--- src/rtl/axi_wr_pkg.sv ---
// Shared types and constants for the 2-master AXI write-path arbiter.
package axi_wr_pkg;

    typedef enum logic [1:0] {
        IDLE = 2'd0,
        AW   = 2'd1,
        W    = 2'd2,
        B    = 2'd3
    } wr_state_t;

    localparam logic GNT_M0 = 1'b0;
    localparam logic GNT_M1 = 1'b1;

endpackage

--- src/rtl/rr_arb2.sv ---
// Combinational 2-way round-robin picker: a lone requester wins, a tie goes
// to the master that was not served last.
module rr_arb2
    import axi_wr_pkg::*;
(
    input  logic [1:0] req,
    input  logic       last,
    output logic       winner
);

    always_comb begin
        winner = GNT_M0;
        if (req == 2'b11) begin
            winner = ~last;
        end else if (req == 2'b10) begin
            winner = GNT_M1;
        end
    end

endmodule

--- src/rtl/axi_wr_arbiter.sv ---
// Write-path owner controller for a 2-master AXI interconnect: AW/W/B steering
// plus the registered W-mux select. Define AXI_W_LEN_CHECK_EN for burst-length checking.
module axi_wr_arbiter
    import axi_wr_pkg::*;
#(
    parameter int unsigned LEN_BITS  = 4,
    parameter logic        INIT_LAST = 1'b1
) (
    input  logic                ACLK,
    input  logic                ARESETn,
    input  logic                AWVALID_M0,
    input  logic                AWVALID_M1,
    input  logic [LEN_BITS-1:0] AWLEN_M0,
    input  logic [LEN_BITS-1:0] AWLEN_M1,
    output logic                AWREADY_M0,
    output logic                AWREADY_M1,
    output logic                AWVALID_S,
    input  logic                AWREADY_S,
    input  logic                WVALID,
    input  logic                WLAST,
    input  logic                WREADY_S,
    output logic                WREADY_M0,
    output logic                WREADY_M1,
    input  logic                BVALID_S,
    output logic                BREADY_S,
    output logic                BVALID_M0,
    output logic                BVALID_M1,
    input  logic                BREADY_M0,
    input  logic                BREADY_M1,
    output logic                gnt,
    output logic                wlast_err
);

    wr_state_t state_q, state_d;
    logic      gnt_q, gnt_d;
    logic      last_q, last_d;
    logic      winner;
    logic      awValidSel, bReadySel;
    logic      awFire, wFire, bFire;

    rr_arb2 u_rr_arb2 (
        .req    ({AWVALID_M1, AWVALID_M0}),
        .last   (last_q),
        .winner (winner)
    );

    assign awValidSel = (gnt_q == GNT_M1) ? AWVALID_M1 : AWVALID_M0;
    assign bReadySel  = (gnt_q == GNT_M1) ? BREADY_M1  : BREADY_M0;
    assign awFire     = (state_q == AW) && awValidSel && AWREADY_S;
    assign wFire      = (state_q == W)  && WVALID && WREADY_S;
    assign bFire      = (state_q == B)  && BVALID_S && bReadySel;
    assign gnt        = gnt_q;

    // Handshakes are decoded from state so the non-owner never sees a ready/valid.
    always_comb begin
        state_d    = state_q;
        gnt_d      = gnt_q;
        last_d     = last_q;
        AWVALID_S  = 1'b0;
        AWREADY_M0 = 1'b0;
        AWREADY_M1 = 1'b0;
        WREADY_M0  = 1'b0;
        WREADY_M1  = 1'b0;
        BREADY_S   = 1'b0;
        BVALID_M0  = 1'b0;
        BVALID_M1  = 1'b0;
        unique case (state_q)
            IDLE: begin
                if (AWVALID_M0 || AWVALID_M1) begin
                    gnt_d   = winner;
                    state_d = AW;
                end
            end
            AW: begin
                AWVALID_S  = awValidSel;
                AWREADY_M0 = (gnt_q == GNT_M0) && AWREADY_S;
                AWREADY_M1 = (gnt_q == GNT_M1) && AWREADY_S;
                if (awFire) begin
                    state_d = W;
                end
            end
            W: begin
                WREADY_M0 = (gnt_q == GNT_M0) && WREADY_S;
                WREADY_M1 = (gnt_q == GNT_M1) && WREADY_S;
                if (wFire && WLAST) begin
                    state_d = B;
                end
            end
            B: begin
                BREADY_S  = bReadySel;
                BVALID_M0 = (gnt_q == GNT_M0) && BVALID_S;
                BVALID_M1 = (gnt_q == GNT_M1) && BVALID_S;
                if (bFire) begin
                    last_d  = gnt_q;
                    state_d = IDLE;
                end
            end
            default: state_d = IDLE;
        endcase
    end

    always_ff @(posedge ACLK or negedge ARESETn) begin
        if (!ARESETn) begin
            state_q <= IDLE;
            gnt_q   <= GNT_M0;
            last_q  <= INIT_LAST;
        end else begin
            state_q <= state_d;
            gnt_q   <= gnt_d;
            last_q  <= last_d;
        end
    end

`ifdef AXI_W_LEN_CHECK_EN
    localparam logic [LEN_BITS:0] CNT_ONE = {{LEN_BITS{1'b0}}, 1'b1};

    logic [LEN_BITS:0]   cnt_q, cnt_d;
    logic [LEN_BITS-1:0] len_q, len_d;
    logic                err_q, err_d;

    // Count is the zero-based index of the beat being accepted, compared to AWLEN.
    always_comb begin
        cnt_d = cnt_q;
        len_d = len_q;
        err_d = 1'b0;
        if (awFire) begin
            cnt_d = '0;
            len_d = (gnt_q == GNT_M1) ? AWLEN_M1 : AWLEN_M0;
        end else if (wFire) begin
            err_d = WLAST ? (cnt_q != {1'b0, len_q}) : (cnt_q == {1'b0, len_q});
            cnt_d = cnt_q + CNT_ONE;
        end
    end

    always_ff @(posedge ACLK or negedge ARESETn) begin
        if (!ARESETn) begin
            cnt_q <= '0;
            len_q <= '0;
            err_q <= 1'b0;
        end else begin
            cnt_q <= cnt_d;
            len_q <= len_d;
            err_q <= err_d;
        end
    end

    assign wlast_err = err_q;
`else
    logic unusedAwLen;
    assign unusedAwLen = ^{AWLEN_M0, AWLEN_M1};
    assign wlast_err   = 1'b0;
`endif

endmodule
--- config.mk ---
export PLATFORM = sky130hd
export DESIGN_NAME = axi_wr_arbiter
export DESIGN_NICKNAME = d
export VERILOG_FILES = /design/src/rtl/axi_wr_pkg.sv /design/src/rtl/rr_arb2.sv /design/src/rtl/axi_wr_arbiter.sv
export SDC_FILE = /design/constraint.sdc
export NUM_CORES = 1
export LEC_CHECK = 0
export CAP_MARGIN = 25
export CORE_AREA = 2 2 39 41
export CTS_CLUSTER_DIAMETER = 200
export DETAILED_ROUTE_END_ITERATION = 10
export DIE_AREA = 0 0 41 43
export PLACE_DENSITY = 0.83
export SYNTH_ARGS = -nofsm -noshare
export SYNTH_HDL_FRONTEND = slang
export SYNTH_SLANG_ARGS = --single-unit
export TNS_END_PERCENT = 100
--- constraint.sdc ---
create_clock -name ACLK -period 1.8 [get_ports ACLK]
set_input_delay 0.45 -clock ACLK [delete_from_list [all_inputs] [get_ports ACLK]]
set_output_delay 0.45 -clock ACLK [all_outputs]
set_load 0.02 [all_outputs]
==> impl_metrics.ini <==
[sta]
setup_viol = 0
unrepaired_setup_endpoints_after_global_routing = no
report.final.slew_viol_count = 0
max_freq_mhz = 579
hold_viol_final = 0
timing.final.crit_share_pct = 95.9
clock_skew_ps = 4.23
setup_ws_ps = 73.0
period_minus_slack_ps = 1730

[cts]
clkSinkCount = 4
clkLatencyLatePin_ps = 240
cts_buffers = 3
ctsHtreeMaxLevel = 1
cts.clk_slew.worst_paths_ps = 40
longest_clk_path_bufs = 2
post_cts_hold_fix_bufs = 0
cts_root_buffer = sky130_fd_sc_hd__clkbuf_4
cts_tree = done

[setup_path]
cp_data_required_time_ps = 1350
cp_top_family = flip-flops
worst_path_max_delay_cell = sky130_fd_sc_hd__dfrtp_1
cp-end-kind = output pin
timing.critical_path.from_type = register
cp.buffers_inverters = 1
slowest_delay_ps = 420
path_class = reg2out
cp_max_fo = 5
worstPathCellList = mux2i_1 -> and2b_2 -> buf_4
worst-endpoint-arrival_ps = 1280

[run_status]
status = completed

[yosys]
post_synth_instance_area_um2 = 397
post-synth-top-count-cell = sky130_fd_sc_hd__nor2_1
synth-seq-cells = 4
ys.warnings.count = 0
synth.distinct_cells = 22
cells_taking_the_most_area_after_synthesis = sky130_fd_sc_hd__dfrtp_1, sky130_fd_sc_hd__ha_1, sky130_fd_sc_hd__mux2i_1, sky130_fd_sc_hd__dfstp_2, sky130_fd_sc_hd__and3_2
async_reset_ff_share_pct = 100
synth_edf_count = 0
synth.avg_cell_area_um2 = 8.81
ys.flop_type = sky130_fd_sc_hd__dfrtp_1
synth.cells.most_frequent = sky130_fd_sc_hd__nor2_1, sky130_fd_sc_hd__ha_1
synth_largest_area_cell = sky130_fd_sc_hd__dfrtp_1
synth_top_cell_area_share_pct = 18.9
syn_inst = 45
postSynthNetCount = 69
yosysSeqAreaShare_pct = 25.6

[global_routing]
grt_overflow_total = 0
grt_util_all_layers_pct = 13.4
largest_net_degree_at_the_start_of_global_routing = 6
vias_in_the_first_global_route = 432
grt_pass1_wl_um = 1640
grt_antenna_before_repair = 0

[placement]
hpwl_um = 801
finalWeightedCongestion = 0.669
preCtsSetupSlack_ps = -466
count_of_port_buffers_added_during_placement = 19
numPlacedInstances = 91

[cells_and_area]
nets = 105
seqCellArea_um2 = 103
layout-drive-gt1-share_pct = 48.8
n_antenna_cell = 0
layout-area-overhead-vs-synth_pct = 77.6
multiInputGateArea_um2 = 277
finish.cell_count_without_fillers = 96
final.fill_count = 136

[flow_run]
max_cap_viol_count = 0

[floorplan]
floorplan.initialDensity_pct = 28.7
die_x_um = 41
core_area_um2 = 1380
row_count = 14
floorplan.io_pins = 29
chipHeight_um = 43
die_area_um2 = 1760

[routing]
post_drt_via_cell_ratio = 4.43
drtAntennaViolNets = 0
wl_per_cell_um = 10.5
drt_pass1_iterations = 3
initialDrtViolationCount = 2
vias = 425
drt_wl_total_um = 1010
drc = 0

[power]
power_density_nw_per_um2 = 1500
power.ir.vdd_worst_mv = 0.747
p_leak_nw = 0.379

[worst_hold_path]
timing.hold.worst.class = in2async
==> sequential cells by signal (all words and copies together), names as in the netlist <==
| signal | flops |
|---|---|
| state_q | 2 |
| gnt | 1 |
| last_q | 1 |
==> final timing paths <==
kind,start,to,slack (ps),cells past startpoint
min in group ACLK,last_q,last_q,530,2
max reg2reg,state_q[1],state_q[1],220,6
max in group asynchronous,ARESETn,last_q,1150,1
min reg2reg,last_q,last_q,530,2
max,gnt,AWVALID_S,70,3
min,ARESETn,state_q[1],410,1
==> per-layer routing <==
layer  vias up  part of all wire (%)  track usage, %
met3         0                   8.0            6.81
li1        220                     -               -
met1       192                    40            14.4
met2        13                    52            23.8
met5         -                     0               0
met4         0                     0               0
==> logic make-up (layout without fill, tap and decap cells) <==
family / count (synthesis) / after routing / share of synthesized area (%)
AOI/OAI and AO/OA: 7 / 7 / 13.2
adders and majority gates: 5 / 5 / 15.8
and+or+nand+nor: 18 / 18 / 24.6
buffers and inverters: 6 / 41 / 8.52
other: 1 / 1 / 0.945
DFF: 4 / 4 / 25.6
muxes: 4 / 4 / 11.4
==> placed cells by master, fill, tap and decap left out <==
cell type	count
sky130_fd_sc_hd__a21oi_1	2
sky130_fd_sc_hd__a22oi_2	1
sky130_fd_sc_hd__a31oi_1	2
sky130_fd_sc_hd__and2b_2	1
sky130_fd_sc_hd__and3_2	3
sky130_fd_sc_hd__buf_2	5
sky130_fd_sc_hd__buf_4	17
sky130_fd_sc_hd__clkbuf_1	1
sky130_fd_sc_hd__clkbuf_4	3
sky130_fd_sc_hd__clkdlybuf4s50_1	6
sky130_fd_sc_hd__clkinv_1	1
sky130_fd_sc_hd__conb_1	1
sky130_fd_sc_hd__dfrtp_1	2
sky130_fd_sc_hd__dfrtp_2	1
sky130_fd_sc_hd__dfstp_2	1
sky130_fd_sc_hd__dlygate4sd2_1	3
sky130_fd_sc_hd__dlymetal6s2s_1	2
sky130_fd_sc_hd__ha_1	3
sky130_fd_sc_hd__ha_2	1
sky130_fd_sc_hd__ha_4	1
sky130_fd_sc_hd__inv_1	2
sky130_fd_sc_hd__inv_2	1
sky130_fd_sc_hd__mux2_4	1
sky130_fd_sc_hd__mux2i_1	3
sky130_fd_sc_hd__nand2_1	3
sky130_fd_sc_hd__nand2b_1	1
sky130_fd_sc_hd__nand3_1	2
sky130_fd_sc_hd__nand3_2	1
sky130_fd_sc_hd__nor2_1	6
sky130_fd_sc_hd__nor2b_1	1
sky130_fd_sc_hd__o21ai_2	2
==> stage by stage <==
stage / power [mW] / util (%) / setup TNS (ps) / hold WS [ps] / area (µm²)
finish: 1.06 / 50.9 / 0 / 411 / 704
global route: 1.16 / 50.9 / 0 / 409 / 704
CTS: 1.07 / 50.7 / 0 / 405 / 702
detailed placement: 0.939 / 49.5 / -3040 / 527 / 686
global placement: 0.912 / 49.5 / -2920 / 527 / 686
floorplan: 0.613 / - / 0 / 154 / 397
==> power by group <==
part / switching, mW / total (mW) / internal [mW]
logic: 0.333 / 0.733 / 0.400
registers: 0.0575 / 0.203 / 0.146
clock network: 0.0395 / 0.123 / 0.0834
total: 0.430 / 1.06 / 0.629
==> layout make-up <==
| class | count | share of cell area [%] |
|---|---|---|
| inverters | 4 | 2.13 |
| multi-input cells | 35 | 39.3 |
| repair buffers | 33 | 37.5 |
| clock buffers | 4 | 3.73 |
| flip-flops and latches | 4 | 14.6 |
| well taps | 16 | 2.84 |
==> timing repair <==
action / CTS / global route
buffers inserted: 1 / 0
endpoints found under the hold margin: 0 / 0
endpoints found under the setup margin: 9 / 4
resized for setup: 39 / 6
Note: power is estimated with default switching activity, not from simulation.
